--- config.mk ---
export PLATFORM = sky130hd
export DESIGN_NAME = expands_ctrl_flat
export DESIGN_NICKNAME = d
export VERILOG_FILES = /design/src/rtl/expands_ctrl_if.sv /design/src/rtl/expands_ctrl.sv /design/src/flat_wrapper.sv
export SDC_FILE = /design/constraint.sdc
export NUM_CORES = 1
export LEC_CHECK = 0
export CAP_MARGIN = 30
export CORE_UTILIZATION = 35
export CTS_BUF_LIST = sky130_fd_sc_hd__clkbuf_8 sky130_fd_sc_hd__clkbuf_16
export CTS_CLUSTER_DIAMETER = 60
export DETAILED_ROUTE_END_ITERATION = 12
export GPL_TIMING_DRIVEN = 0
export HOLD_SLACK_MARGIN = 0.15
export PLACE_DENSITY = 0.73
export SLEW_MARGIN = 20
export SYNTH_ARGS = -nofsm -noshare
export SYNTH_HDL_FRONTEND = slang
export SYNTH_SLANG_ARGS = --single-unit
--- constraint.sdc ---
create_clock -name clk -period 1.95 [get_ports clk]
set_input_delay 0.2925 -clock clk [delete_from_list [all_inputs] [get_ports clk]]
set_output_delay 0.2925 -clock clk [all_outputs]
set_load 0.005 [all_outputs]
--- src/rtl/expands_ctrl_if.sv ---
// expands_ctrl_if: bus bundle between the ExpandS sequencer, the Rho_prime
// buffer, the shared SHAKE256 core and the half-byte rejection sampler.
// master = sequencer side, slave = memory/core/sampler side.
`timescale 1ns/1ps
interface expands_ctrl_if #(
    parameter int DLEN = 64,
    parameter int HLEN = 3
);
    logic [HLEN-1:0] Rho_prime_raddr;
    logic [DLEN-1:0] Rho_prime_dout;
    logic            shake_init;
    logic            shake_absorb_valid;
    logic [DLEN-1:0] shake_absorb_data;
    logic            shake_absorb_last;
    logic            shake_absorb_ready;
    logic            shake_squeeze_req;
    logic            shake_block_valid;
    logic            sample_in_ready;
    logic            sample_block_done;
    logic            sample_poly_done;

    modport master (
        output Rho_prime_raddr,
        input  Rho_prime_dout,
        output shake_init,
        output shake_absorb_valid,
        output shake_absorb_data,
        output shake_absorb_last,
        input  shake_absorb_ready,
        output shake_squeeze_req,
        input  shake_block_valid,
        output sample_in_ready,
        input  sample_block_done,
        input  sample_poly_done
    );

    modport slave (
        input  Rho_prime_raddr,
        output Rho_prime_dout,
        input  shake_init,
        input  shake_absorb_valid,
        input  shake_absorb_data,
        input  shake_absorb_last,
        output shake_absorb_ready,
        input  shake_squeeze_req,
        output shake_block_valid,
        input  sample_in_ready,
        output sample_block_done,
        output sample_poly_done
    );
endinterface

--- src/rtl/expands_ctrl.sv ---
// expands_ctrl: ExpandS sequencer. For each polynomial it restarts SHAKE256,
// absorbs rho' (8 words) plus the 16-bit LE nonce with the 0x1F domain pad,
// then squeezes 136-byte blocks into the rejection sampler until it reports
// a full polynomial. All outputs are registered from the next state.
// Optional build macro: EXPANDS_CTRL_STATS_EN adds the blk_cnt output
// (squeezed blocks accepted during the current run, saturating).
// Rho_prime_dout is taken at the clock edge that closes the RD cycle.
`timescale 1ns/1ps
module expands_ctrl #(
    parameter int DLEN  = 64,
    parameter int HLEN  = 3,
    parameter int NPOLY = 11
) (
    input  logic                  clk,
    input  logic                  reset,
    input  logic                  start,
    output logic                  busy,
    output logic                  done,
    output logic [3:0]            poly_idx,
    expands_ctrl_if.master        bus
`ifdef EXPANDS_CTRL_STATS_EN
    ,
    output logic [15:0]           blk_cnt
`endif
);

    localparam logic [3:0] S_IDLE     = 4'd0;
    localparam logic [3:0] S_INIT     = 4'd1;
    localparam logic [3:0] S_RD       = 4'd2;
    localparam logic [3:0] S_ABSORB   = 4'd3;
    localparam logic [3:0] S_NONCE    = 4'd4;
    localparam logic [3:0] S_SQZ      = 4'd5;
    localparam logic [3:0] S_WAIT_BLK = 4'd6;
    localparam logic [3:0] S_SAMPLE   = 4'd7;
    localparam logic [3:0] S_NEXT     = 4'd8;
    localparam logic [3:0] S_DONE     = 4'd9;

    localparam logic [HLEN-1:0] W_LAST = {HLEN{1'b1}};
    localparam logic [HLEN-1:0] W_ONE  = {{(HLEN-1){1'b0}}, 1'b1};
    localparam logic [3:0]      P_LAST = 4'(NPOLY - 1);

    logic [3:0]      state_q, state_d;
    logic [HLEN-1:0] w_q, w_d;
    logic [3:0]      poly_q, poly_d;
    logic [HLEN-1:0] raddr_q;
    logic [DLEN-1:0] data_q;
    logic            init_q, valid_q, last_q, sqz_q, rdy_q, busy_q, done_q;
    logic [DLEN-1:0] nonce_word_s;

    // Nonce word: bytes 64..65 carry the LE nonce, byte 66 the 0x1F pad.
    assign nonce_word_s = {{(DLEN-24){1'b0}}, 8'h1F, 8'h00, 4'h0, poly_q};

    // Next-state, word-counter and polynomial-index logic.
    always_comb begin
        state_d = state_q;
        w_d     = w_q;
        poly_d  = poly_q;
        case (state_q)
            S_IDLE: begin
                if (start) begin
                    state_d = S_INIT;
                    poly_d  = 4'd0;
                end else begin
                    state_d = S_IDLE;
                end
            end
            S_INIT: begin
                w_d     = {HLEN{1'b0}};
                state_d = S_RD;
            end
            S_RD: state_d = S_ABSORB;
            S_ABSORB: begin
                if (bus.shake_absorb_ready) begin
                    if (w_q == W_LAST) begin
                        state_d = S_NONCE;
                    end else begin
                        w_d     = w_q + W_ONE;
                        state_d = S_RD;
                    end
                end else begin
                    state_d = S_ABSORB;
                end
            end
            S_NONCE: begin
                if (bus.shake_absorb_ready) begin
                    state_d = S_SQZ;
                end else begin
                    state_d = S_NONCE;
                end
            end
            S_SQZ: state_d = S_WAIT_BLK;
            S_WAIT_BLK: begin
                if (bus.shake_block_valid) begin
                    state_d = S_SAMPLE;
                end else begin
                    state_d = S_WAIT_BLK;
                end
            end
            S_SAMPLE: begin
                // A finished polynomial wins; leftover block bytes are dropped.
                if (bus.sample_poly_done) begin
                    state_d = S_NEXT;
                end else if (bus.sample_block_done) begin
                    state_d = S_SQZ;
                end else begin
                    state_d = S_SAMPLE;
                end
            end
            S_NEXT: begin
                if (poly_q == P_LAST) begin
                    state_d = S_DONE;
                end else begin
                    poly_d  = poly_q + 4'd1;
                    state_d = S_INIT;
                end
            end
            S_DONE:  state_d = S_IDLE;
            default: state_d = S_IDLE;
        endcase
    end

    // State, counters and registered outputs decoded from the next state.
    always_ff @(posedge clk) begin
        if (reset) begin
            state_q <= S_IDLE;
            w_q     <= {HLEN{1'b0}};
            poly_q  <= 4'd0;
            raddr_q <= {HLEN{1'b0}};
            data_q  <= {DLEN{1'b0}};
            init_q  <= 1'b0;
            valid_q <= 1'b0;
            last_q  <= 1'b0;
            sqz_q   <= 1'b0;
            rdy_q   <= 1'b0;
            busy_q  <= 1'b0;
            done_q  <= 1'b0;
        end else begin
            state_q <= state_d;
            w_q     <= w_d;
            poly_q  <= poly_d;
            init_q  <= (state_d == S_INIT);
            valid_q <= (state_d == S_ABSORB) || (state_d == S_NONCE);
            last_q  <= (state_d == S_NONCE);
            sqz_q   <= (state_d == S_SQZ);
            rdy_q   <= (state_d == S_SAMPLE);
            busy_q  <= (state_d != S_IDLE) && (state_d != S_DONE);
            done_q  <= (state_d == S_DONE);
            if (state_d == S_RD) begin
                raddr_q <= w_d;
            end
            // Holding register only moves on RD exit or NONCE entry, so the
            // absorb word stays stable while the core stalls.
            if (state_q == S_RD) begin
                data_q <= bus.Rho_prime_dout;
            end else if ((state_d == S_NONCE) && (state_q != S_NONCE)) begin
                data_q <= nonce_word_s;
            end
        end
    end

`ifdef EXPANDS_CTRL_STATS_EN
    logic [15:0] blk_cnt_q;

    // Count squeezed blocks accepted in WAIT_BLK, saturating, cleared on start.
    always_ff @(posedge clk) begin
        if (reset) begin
            blk_cnt_q <= 16'h0000;
        end else if ((state_q == S_IDLE) && start) begin
            blk_cnt_q <= 16'h0000;
        end else if ((state_q == S_WAIT_BLK) && bus.shake_block_valid &&
                     (blk_cnt_q != 16'hFFFF)) begin
            blk_cnt_q <= blk_cnt_q + 16'h0001;
        end
    end

    assign blk_cnt = blk_cnt_q;
`endif

    assign busy                   = busy_q;
    assign done                   = done_q;
    assign poly_idx               = poly_q;
    assign bus.Rho_prime_raddr    = raddr_q;
    assign bus.shake_init         = init_q;
    assign bus.shake_absorb_valid = valid_q;
    assign bus.shake_absorb_data  = data_q;
    assign bus.shake_absorb_last  = last_q;
    assign bus.shake_squeeze_req  = sqz_q;
    assign bus.sample_in_ready    = rdy_q;

endmodule

--- src/flat_wrapper.sv ---
// flat-port wrapper written by rule: the top's interface ports become plain ports
module expands_ctrl_flat 
#(
    parameter int DLEN  = 64,
    parameter int HLEN  = 3,
    parameter int NPOLY = 11
)
  (clk, reset, start, busy, done, poly_idx, bus_Rho_prime_raddr, bus_Rho_prime_dout, bus_shake_init, bus_shake_absorb_valid, bus_shake_absorb_data, bus_shake_absorb_last, bus_shake_absorb_ready, bus_shake_squeeze_req, bus_shake_block_valid, bus_sample_in_ready, bus_sample_block_done, bus_sample_poly_done);
  expands_ctrl_if #(.DLEN(DLEN), .HLEN(HLEN)) bus_i ();
  input  logic clk;
  input  logic reset;
  input  logic start;
  output logic busy;
  output logic done;
  output logic [3:0] poly_idx;
  output wire logic [$bits(bus_i.Rho_prime_raddr)-1:0] bus_Rho_prime_raddr;
  input wire logic [$bits(bus_i.Rho_prime_dout)-1:0] bus_Rho_prime_dout;
  output wire logic [$bits(bus_i.shake_init)-1:0] bus_shake_init;
  output wire logic [$bits(bus_i.shake_absorb_valid)-1:0] bus_shake_absorb_valid;
  output wire logic [$bits(bus_i.shake_absorb_data)-1:0] bus_shake_absorb_data;
  output wire logic [$bits(bus_i.shake_absorb_last)-1:0] bus_shake_absorb_last;
  input wire logic [$bits(bus_i.shake_absorb_ready)-1:0] bus_shake_absorb_ready;
  output wire logic [$bits(bus_i.shake_squeeze_req)-1:0] bus_shake_squeeze_req;
  input wire logic [$bits(bus_i.shake_block_valid)-1:0] bus_shake_block_valid;
  output wire logic [$bits(bus_i.sample_in_ready)-1:0] bus_sample_in_ready;
  input wire logic [$bits(bus_i.sample_block_done)-1:0] bus_sample_block_done;
  input wire logic [$bits(bus_i.sample_poly_done)-1:0] bus_sample_poly_done;
  assign bus_Rho_prime_raddr = bus_i.Rho_prime_raddr;
  assign bus_i.Rho_prime_dout = bus_Rho_prime_dout;
  assign bus_shake_init = bus_i.shake_init;
  assign bus_shake_absorb_valid = bus_i.shake_absorb_valid;
  assign bus_shake_absorb_data = bus_i.shake_absorb_data;
  assign bus_shake_absorb_last = bus_i.shake_absorb_last;
  assign bus_i.shake_absorb_ready = bus_shake_absorb_ready;
  assign bus_shake_squeeze_req = bus_i.shake_squeeze_req;
  assign bus_i.shake_block_valid = bus_shake_block_valid;
  assign bus_sample_in_ready = bus_i.sample_in_ready;
  assign bus_i.sample_block_done = bus_sample_block_done;
  assign bus_i.sample_poly_done = bus_sample_poly_done;
  expands_ctrl #(.DLEN(DLEN), .HLEN(HLEN), .NPOLY(NPOLY)) u_core (.clk(clk), .reset(reset), .start(start), .busy(busy), .done(done), .poly_idx(poly_idx), .bus(bus_i));
endmodule
==> run metrics <==
overall fraction of global-route tracks in use 19.9%; main flop type after synthesis dfxtp_1; commonest cells after routing, fill and taps aside clkdlybuf4s50_1 (146), nor2_1 (82), dfxtp_1 (81), a22oi_1 (55), clkbuf_1 (10); effective utilization at floorplan 36.4%; Crit. End Element flop; root buffer selected by CTS clkbuf_8; via count of the first global-routing pass 3,174; maximum clock rate 522 MHz; slew at the pin closest to its max-slew limit 0.570 ns; leading cell type in the layout, fill and taps excluded clkdlybuf4s50_1; top-level I/O count 149; net count after synthesis 408; Total Routed Length 9520 um; HPWL after detailed placement 6590 um; Floorplan Core Area 8760 um^2; row count 34; die outline height 97.5 um; layout net count 574; total global routing overflow 0; share of synthesized flip-flops with an asynchronous set or reset 0%; part of the Yosys area used for sequential elements 53.3%; leak pwr 1.96 nW; DP Area 4800 um^2; Worst Reg-to-Reg Cells 6; # clock sinks 85; Max-Cap Viols 0; area of the die 9510 um^2; Worst Setup Path Type reg2reg; Via-to-Cell Ratio 5.18; global-route wire length before repair 15,200 um; # diodes 0; Detailed Routing Iterations Pass 1 4; count of final max-slew check failures 0; cell count after synthesis 334; portion of the clock cycle consumed by the worst path in the final layout 98.2%; Routed met2 length 4530 um; power consumption 4.66 mW; status finished, final reports clean; layout overhead on the synthesized area 62.5%; starting DRC count in detailed routing 110; number of register bits inferred by synthesis 85; highest fanout seen on the critical path 4; minimum clock period 1.91 ns; number of levels in the clock H-tree 3; final hold violations 0; relative slew slack 62.0%; Avg Synthesized Cell Area 9.56 um^2; unrepaired setup endpoints after global routing yes; post-layout instance area 5190 um^2; layout cells sized above 1 11.5%; TritonCTS buffer count 9; post-detailed-route wirelength per cell 15.5 um; Critical Path RT 2.24 ns; Arrival @ worst endpoint 2.21 ns; pin count of the biggest net entering global routing 15; worst setup skew after layout 0.0103 ns; number of failing setup endpoints in the final timing report 0; routed wl met3 716 um; ratio of total power to cell area 898 nW/um^2; total of warnings raised by yosys 0; Post-Syn Area 3190 um^2; die width 97.5 um; antenna violation net count after detailed routing 0; kind of path behind the tightest hold check in2reg; max layer used met4; detailed-route wire length on metal 1 3990 um; crit path launch type flop; Distinct cells, synth 47; clock latency on the worst-skew pair 0.36 ns; count of flip-flops with a built-in enable after synthesis 0; last weighted congestion value of the routability-driven placer 0.901; input/output buffers 147; initial antenna violation count 0; number of instances on the worst hold path 3; Worst VDD drop 0.401 mV; maximum count of clock buffers along a single path 2; DR DRC count 0; Reg clk slew, reported paths 0.09 ns; overall via count from detail_route 3,173; count of hold buffers inserted by post-cts repair 0; TritonCTS clock tree done
==> cells in the mapped netlist, drive strengths merged, types with 2 or more instances <==
library cell	number	area (um^2)
dfxtp	85	1700
nor2	84	323
a22oi	55	413
clkbuf	15	56.3
buf	11	61.3
nor3	8	45.0
a211oi	5	50.1
and3	5	31.3
inv	5	18.8
mux2i	5	50.1
nand2	5	18.8
nand2b	4	25.0
a21oi	3	15.0
a311oi	3	26.3
ha	3	37.5
nand3	3	15.0
nor2b	3	18.8
o21ai	3	15.0
a211o	2	17.5
and3b	2	17.5
nand3b	2	15.0
nand4	2	18.8
o311ai	2	32.5
o32ai	2	17.5
xor2	2	17.5
==> sequential cells by signal, summed over array words and instances, names as in the netlist, 3 cells and up <==
signal	cells
u_core.w_q	3
u_core.state_q	4
u_core.bus.shake_absorb_data	64
u_core.poly_idx	4
u_core.bus.Rho_prime_raddr	3
==> path summary, 6_finish.rpt <==
kind | start | endpoint | slack (ns)
worst max-delay path | u_core.w_q[0] | u_core.bus.shake_absorb_valid | 0.04
worst min-delay path | reset | u_core.bus.Rho_prime_raddr[2] | 0.43
worst max register to register | u_core.w_q[0] | u_core.bus.shake_absorb_valid | 0.04
worst min register to register | u_core.bus.Rho_prime_raddr[1] | u_core.bus.Rho_prime_raddr[1] | 0.47
==> repair_timing <==
item                       4_1_cts  5_1_grt
gates resized for setup         11       19
pin swaps                        3        4
buffers inserted                 2        6
setup endpoints to repair       57       58
==> metal layers <==
layer	GRT usage (%)	vias up
li1	-	1531
met1	24.4	1478
met2	31.7	136
met3	6.12	28
met4	9.16	0
met5	0	-
==> critical path, cell delays in order (launching register included) <==
cell	delay [ns]
dfxtp_2	0.36
ha_1	0.21
and3_4	0.24
or3b_1	0.37
a211o_1	0.33
nor3_2	0.21
a41o_1	0.13
==> cell type report <==
| type | instances | area, um^2 |
|---|---|---|
| multi-input combinational | 218 | 1430 |
| buffer | 26 | 133 |
| inverter | 5 | 18.8 |
| sequential | 85 | 1710 |
| clock buffer | 9 | 124 |
| tap | 108 | 135 |
| clock inverter | 7 | 115 |
| fill | 752 | 3570 |
| timing repair buffer | 155 | 1530 |
==> power by group <==
part / internal (mW) / total [mW] / switching [mW]
registers: 1.90 / 1.99 / 0.0885
clock network: 0.849 / 1.49 / 0.643
logic: 0.658 / 1.18 / 0.523
==> through the flow <==
stage | hold slack, ns | utilization [%] | setup TNS [ns] | setup WS, ns | cells
floorplan | 0.403 | - | 0 | 0.124 | 334
global placement | 0.459 | 54.8 | -27.12 | -0.487 | 589
detailed placement | 0.463 | 54.8 | -28.05 | -0.518 | 589
CTS | 0.418 | 58.3 | 0 | 0.00398 | 607
global route | 0.465 | 59.2 | -0.244 | -0.0346 | 613
finish | 0.429 | 59.2 | 0 | 0.0358 | 613
==> cell families after synthesis <==
group,share of synthesized area (%)
adders and majority gates,1.18
muxes,1.92
DFF,53.3
xor gates and xnor gates,0.549
and+or+nand+nor,18.6
AOI/OAI and AO/OA,20.2
buffers and inverters,4.27
No activity file was read; power rests on OpenSTA's default activity.
